--- config.mk ---
export PLATFORM = sky130hd
export DESIGN_NAME = sa_seq_ctrl
export DESIGN_NICKNAME = d
export VERILOG_FILES = /design/src/rtl/sa_seq_ctrl.sv
export SDC_FILE = /design/constraint.sdc
export NUM_CORES = 1
export LEC_CHECK = 0
export ABC_AREA = 1
export CAP_MARGIN = 25
export CORE_AREA = 2 2 81 99
export DETAILED_ROUTE_END_ITERATION = 10
export DIE_AREA = 0 0 83 101
export MAX_ROUTING_LAYER = met4
export PLACE_DENSITY_LB_ADDON = 0.2
export SYNTH_ARGS = -nofsm -noshare
export SYNTH_HDL_FRONTEND = slang
export SYNTH_SLANG_ARGS = --single-unit
--- constraint.sdc ---
create_clock -name clk -period 3 [get_ports clk]
set_clock_uncertainty 0.2 [all_clocks]
set_input_delay 0.45 -clock clk [delete_from_list [all_inputs] [get_ports clk]]
set_output_delay 0.45 -clock clk [all_outputs]
set_load 0.005 [all_outputs]
--- src/rtl/sa_seq_ctrl.sv ---
// sa_seq_ctrl: weight-load, skewed activation streaming and output-write sequencer for a systolic array
module sa_seq_ctrl #(
    parameter int ROWS = 4,
    parameter int COLS = 4,
    parameter int KW   = 8
) (
    input  logic                    clk,
    input  logic                    rst,
    input  logic                    start,
    input  logic [KW-1:0]           cfg_k,
    output logic                    busy,
    output logic                    done,
    output logic                    w_rd_en,
    output logic [$clog2(ROWS)-1:0] w_rd_addr,
    output logic                    a_rd_en,
    output logic [KW-1:0]           a_rd_addr,
    output logic [ROWS-1:0]         a_lane_vld,
    output logic                    psum_clr,
    output logic [COLS-1:0]         o_col_vld,
    output logic                    o_wr_en,
    output logic [KW-1:0]           o_wr_addr
);
    localparam int AW = $clog2(ROWS);
    localparam int SW = $clog2((1 << KW) + ROWS + COLS);
    typedef enum logic [2:0] {IDLE, LOAD_W, SETTLE, STREAM, DONE} state_t;
    state_t state, next;
    logic [SW-1:0] cnt, kx;
    logic [KW-1:0] k_reg;
    logic strm;
    assign kx = SW'(k_reg);
    always_ff @(posedge clk) begin
        if (rst) begin
            state <= IDLE;
            cnt   <= '0;
            k_reg <= '0;
        end else begin
            state <= next;
            cnt   <= (state != next || state == IDLE) ? '0 : cnt + SW'(1);
            if (state == IDLE && start) k_reg <= cfg_k;
        end
    end
    always_comb begin
        next = state;
        case (state)
            IDLE:    next = start ? (cfg_k == '0 ? DONE : LOAD_W) : IDLE;
            LOAD_W:  next = cnt == SW'(ROWS - 1) ? SETTLE : LOAD_W;
            SETTLE:  next = cnt == SW'(1) ? STREAM : SETTLE;
            STREAM:  next = cnt == kx + SW'(ROWS + COLS - 1) ? DONE : STREAM;
            default: next = IDLE;
        endcase
        strm       = state == STREAM;
        busy       = state != IDLE;
        done       = state == DONE;
        psum_clr   = busy;
        w_rd_en    = state == LOAD_W;
        w_rd_addr  = w_rd_en ? AW'(cnt) : '0;
        a_rd_en    = strm && cnt < kx;
        a_rd_addr  = a_rd_en ? KW'(cnt) : '0;
        o_wr_en    = strm && cnt >= SW'(ROWS + COLS) && cnt < kx + SW'(ROWS + COLS);
        o_wr_addr  = o_wr_en ? KW'(cnt - SW'(ROWS + COLS)) : '0;
        a_lane_vld = '0;
        o_col_vld  = '0;
        for (int i = 0; i < ROWS; i++)
            a_lane_vld[i] = strm && cnt >= SW'(i + 1) && cnt <= SW'(i) + kx;
        for (int i = 0; i < COLS; i++)
            o_col_vld[i] = strm && cnt >= SW'(ROWS + 1 + i) && cnt <= SW'(ROWS + i) + kx;
    end
endmodule
==> results of run 1 <==
-- power groups by stage --
stage	registers (mW)	logic, mW	clock network (mW)
2_1_floorplan	0.294	0.291	0
3_3_place_gp	0.292	0.474	0
3_5_place_dp	0.293	0.484	0
4_1_cts	0.289	0.531	0.280
5_1_grt	0.294	0.695	0.294
6_report	0.292	0.642	0.284
-- cell usage in the layout, fill, tap and decap left out, drive strengths merged, types with 4 or more instances in the layout --
master and instances:
nor2 73, clkdlybuf4s50 18, buf 106, o21ai 30, nand2 99, dfxtp 20
xor2 33, o21a 7, a21oi 60, nand3 35, inv 51, nor3 23
xnor2 4, nand4 12, ha 82, clkbuf 5
-- cell families (layout without fill, tap and decap cells) --
kind of cell | Yosys count | count (layout) | share of synthesized area, %
adder cells (fa/ha/maj) | 82 | 82 | 28.3
flip-flops | 20 | 20 | 11.0
buffers and inverters | 61 | 190 | 6.89
AND/OR/NAND/NOR | 246 | 247 | 30.6
XOR/XNOR | 37 | 37 | 8.92
AO/OA/AOI/OAI | 98 | 98 | 14.3
-- critical path: cells and delay by family, from the launching register on --
| family | cells | cell delay [ns] |
|---|---|---|
| simple gates | 3 | 0.32 |
| buf+inv | 3 | 0.39 |
| compound gates | 3 | 0.46 |
| flops | 1 | 0.40 |
| fa+ha+maj | 2 | 0.48 |
| xor+xnor | 1 | 0.17 |
-- metal layers --
metal / global-route usage, % / up-vias
li1: - / 2103
met1: 34.1 / 2055
met2: 57.4 / 195
met3: 2.54 / 78
met4: 16.4 / 0
met5: - / -
-- cell type report --
class | count | area, um2
Fill cell | 575 | 1920
Inverter | 53 | 213
Tap cell | 92 | 115
Sequential cell | 20 | 424
Multi-Input combinational cell | 464 | 3680
Clock buffer | 3 | 41.3
Clock inverter | 1 | 30.0
Timing Repair Buffer | 133 | 1070
-- timing repair --
| action | CTS | global route |
|---|---|---|
| pin swaps | 33 | 56 |
| resized for setup | 124 | 135 |
| endpoints found under the setup margin | 30 | 34 |
| endpoints found under the hold margin | 0 | 0 |
| cloned | 2 | 1 |
| setup buffers | 16 | 11 |
-- path summary, 6_finish.rpt --
check / endpoint / slack [ns]
max: a_lane_vld[3] / -0.14
min: k_reg[6] / 0.34
max reg2reg: cnt[8] / 0.22
min reg2reg: k_reg[6] / 0.34
-- per-stage QoR --
stage	instances	instance area [um2]	hold WS, ns	utilization, %	total power, mW
final	766	5570	0.337	74.4	1.22
after CTS	758	5020	0.335	67.0	1.10
after global routing	766	5570	0.367	74.4	1.28
after floorplan	544	3630	0.254	-	0.585
after global placement	739	4630	0.291	61.9	0.765
after detailed placement	739	4630	0.297	61.9	0.777
==> impl_results.md, run 1 <==
- Clock-pin slew on the worst setup and hold paths: 0.08 ns
- Hold Path Stages: 2
- Via Count: 4431
- Placer Congestion: 0.937
- Crit Reg-Reg Startpoint: k_reg[3]
- Die area: 0.00838 mm2
- Final setup fails: 14
- Internal: 0.728 mW
- Largest net degree at the start of global routing: 19
- Sw Pwr: 0.490 mW
- Slowest cell on crit path: dfxtp_4
- DRT met1 WL: 5300 um
- Total negative slack: -0.555 ns
- Avg WL per Cell: 18.4 um
- WP data arrival: 2.49 ns
- Pre-CTS setup slack: -0.351 ns
- Power Dens Cells: 219 mW/mm2
- Clock Root Buffer: clkbuf_8
- Synth top area cells: ha_1 (28%), dfxtp_1 (11%), nand2_1 (9.8%), a21oi_1 (8.3%), xor2_1 (8.0%)
- Post-detail-place hpwl: 10100 um
- Clock buffer count from CTS: 3
- Sw frac: 40.2%
- Hold Violations, Final: 0
- Worst path max stage delay: 0.40 ns
- Row count: 35
- Global route overflow: 0
- Area Growth Syn to Fin: 53.4%
- Startpoint Class: flop
- Number of flip-flops in the largest register: 9
- Period utilization: 105%
- RSZ-0062 raised after global routing: true
- IO Port Bufs: 42
- First-pass GRT wire length: 20400 um
- Combinational share of power: 52.7%
- Initial DRC Count: 249
- Share of flip-flops with an asynchronous set or reset: 0%
- Met2 WL: 7160 um
- Yosys warning count: 0
- Required time of the critical path: 2.35 ns
- Outcome: finished with violations
- Global Route Usage Sum: 31.4%
- Most numerous cell in the Yosys netlist: nand2_1
- Number of placed I/O pins: 43
- Final routed DRC violation total: 0
- Clock share of power: 23.3%
- Number of diodes: 0
- Area leader, netlist: ha_1
- Failing checks: negative setup slack
- Vert. Die Dim: 101 um
- Worst-path fanout max: 5
- Post-synth EDFFs: 0
- Highest clock rate: 318 MHz
- Worst Reg-to-Reg Cells: 16
- Vias in the first global route: 4230
- First drt pass iteration count: 5
- FF+latch count, synth: 20
- Clock Sinks: 20
- Leak: 2.62 nW
- Maximum vdd drop: 0.000223 V
- Uppermost layer routed: met4
- Hold path startpoint: k_reg[6]
- Clock latency on the worst-skew pair: 0.27 ns
- Actual slew at the worst max-slew pin: 0.653 ns
- Routed Antenna Nets: 0
- Pins Over Slew Limit: 0
- Initial antenna violation count: 0
- Starting Density: 48.5%
- Area fraction of the dominant cell type after synthesis: 28.3%
- Worst setup path start: k_reg[3]
- Cell variety after synth: 31
- Top FF cell, synth: dfxtp_1
- Hold Path Class: flop to flop
- Avg Cell Area, Syn: 6.67 um2
- Number of max-cap violations: 0
- CTS tree: done
- Kind of critical path: flop to primary output
- Min Tclk post-route: 3.14 ns
- Hold Buf Count CTS: 0
- Met3 routed WL: 697 um
- Worst Slack Setup Final: -0.145 ns
- Gate Count Post-Synth: 544
- Seq/Total Area, Yosys: 11.0%
- Total Routed Length: 14100 um
- Rel. slew slack: 56.5%
- Commonest cells post-synth: nand2_1 (95), ha_1 (82), nor2_1 (61)
- Die width: 83 um
- Core area: 0.00749 mm2
- Crit end category: primary output
- Syn nets: 637
- Syn Std Cell Area: 0.00363 mm2
- Layout Nets: 768
- Cell breakdown of the critical path: ha_4 -> inv_6 -> buf_6 -> nor2_4 -> nand3_1 -> xor2_1 -> ha_1 -> a21oi_1 -> o21a_1 -> nand3_1 -> a21oi_1 -> clkdlybuf4s15_2
- Layout cells sized above 1: 40.4%
- Flop pwr share: 24.0%
- Clock buffer depth: 2
- H-tree depth: 1
- DR vias/cell: 5.78
No activity file was read; power rests on OpenSTA's default activity.
==> run 2: changes to the inputs <==
==> constraint.sdc (replaced) <==
create_clock -name clk -period 3 [get_ports clk]
set_clock_uncertainty 0.2 [all_clocks]
set_input_delay 0.3 -clock clk [delete_from_list [all_inputs] [get_ports clk]]
set_output_delay 0.3 -clock clk [all_outputs]
set_load 0.005 [all_outputs]
==> impl_results.md, run 2 (synthesis gave the netlist of run 1 again) <==
- Post-layout power: 1.16 mW
- Core area: 0.00749 mm2
- Min Tclk post-route: 2.99 ns
- Initial DRC Count: 181
- Number of diodes: 0
- Pins Over Slew Limit: 0
- Period utilization: 99.6%
- Most common cell after layout, fill and taps aside: nand2_1
- Required time of the critical path: 2.50 ns
- Layout cells sized above 1: 32.9%
- Placed inst area: 0.00454 mm2
- Clock Root Buffer: clkbuf_8
- Kind of critical path: flop to primary output
- Clock latency on the worst-skew pair: 0.27 ns
- Hold Violations, Final: 0
- Leak: 2.56 nW
- WP data arrival: 2.49 ns
- Final Util: 69.7%
- Outcome: finished clean
- Total Routed Length: 13200 um
- Multi-input gate area: 0.00342 mm2
- Avg WL per Cell: 17.6 um
- Total negative slack: 0 ns
- Vias in the first global route: 3965
- Sequential standard cell area: 415 um2
- Most frequent cells in the layout: nand2_1 (74), ha_1 (70), buf_4 (68)
- Worst Reg-to-Reg Cells: 16
- First drt pass iteration count: 4
- Post-detail-place hpwl: 9680 um
- Routed Antenna Nets: 0
- Die width: 83 um
- Clock buffer depth: 2
- Power Dens Cells: 222 mW/mm2
- Fillers: 630
- Hold Buf Count CTS: 0
- Startpoint Class: flop
- DR vias/cell: 5.57
- Global route overflow: 0
- Clock Sinks: 20
- Crit Reg-Reg Startpoint: k_reg[3]
- GRT busiest layer: met2
- Worst setup path start: k_reg[1]
- CTS tree: done
- Worst-path fanout max: 5
- Final Cell Area: 0.00522 mm2
- Hold Path Stages: 2
- Crit end category: primary output
- IO Port Bufs: 42
- Met3 usage: 2.21%
- Number of flip-flops in the largest register: 9
- Initial antenna violation count: 0
- Final setup fails: 0
- Via Count: 4186
- Starting Density: 48.5%
- Highest clock rate: 335 MHz
- Global Route Usage Sum: 29.4%
- GR met1 Demand/Resource: 32.2%
- Vert. Die Dim: 101 um
- Area Growth Syn to Fin: 43.8%
- Die area: 0.00838 mm2
- Placer Congestion: 0.972
- Met2 usage: 53.7%
- Largest net degree at the start of global routing: 19
- Layout Nets: 753
- Clock-pin slew on the worst setup and hold paths: 0.08 ns
- Clock buffer count from CTS: 3
- Hold Path Class: flop to flop
- RSZ-0062 raised after global routing: true
- H-tree depth: 1
- Actual slew at the worst max-slew pin: 0.644 ns
- Final routed DRC violation total: 0
- Rel. slew slack: 56.9%
- Number of max-cap violations: 0
- Hold path startpoint: cnt[0]
- Number of placed I/O pins: 43
- Row count: 35
- First-pass GRT wire length: 19100 um
- Maximum vdd drop: 0.000247 V
==> run 2: cell count changes in the layout (fill, tap and decap cells not counted), sizes merged <==
cell	change
buf	-26
clkbuf	+6
clkinvlp	+1
dlygate4sd2	-1
dlymetal6s2s	+5
clkinv	-1
clkdlybuf4s50	+1
==> run 2: final cells by class <==
cell class                      count  area share (%)
Sequential cell                    20            7.96
Clock buffer                        3           0.791
Clock inverter                      1           0.575
Inverter                           53            4.05
Tap cell                           92            2.20
Timing Repair Buffer              118            18.9
Multi-Input combinational cell    464            65.5
==> run 2: metrics by stage <==
stage                     instances  worst slack [ns]  hold slack (ns)
after floorplan                 544             0.277            0.172
after global placement          725           -0.0725            0.327
after detailed placement        725            -0.160            0.332
after CTS                       738            -0.250            0.348
after global routing            751           -0.0658            0.381
final                           751            0.0106            0.351
==> run 2: critical path: stages (launching register included) <==
cell and delay, ns:
dfxtp_2 0.36, inv_2 0.09, buf_4 0.16, ha_2 0.21, buf_4 0.14, xor2_1 0.14, ha_1 0.29, nand2_2 0.08
nor4_2 0.28, nand4_1 0.19, a21oi_2 0.15, dlymetal6s2s_1 0.13
==> run 2: power breakdown <==
part           switching, mW  internal, mW
Sequential            0.0123         0.278
Combinational          0.346         0.244
Clock                  0.101         0.178
==> run 2: final timing paths <==
kind	end	slack, ns
max	o_col_vld[2]	0.01
min	cnt[0]	0.35
max reg2reg	cnt[7]	0.17
min reg2reg	cnt[0]	0.35
==> run 2: timing repair <==
action	4_1_cts	5_1_grt
setup endpoints to repair	26	35
buffers inserted	9	12
cloned	0	2
resized for setup	58	124
pin swaps	10	47
==> run 2: per-layer routing <==
layer  part of all wire (%)  wire length [um]
met1                     40              5240
met2                     52              6810
met3                    3.7               491
met4                    5.0               667
met5                      0                 0
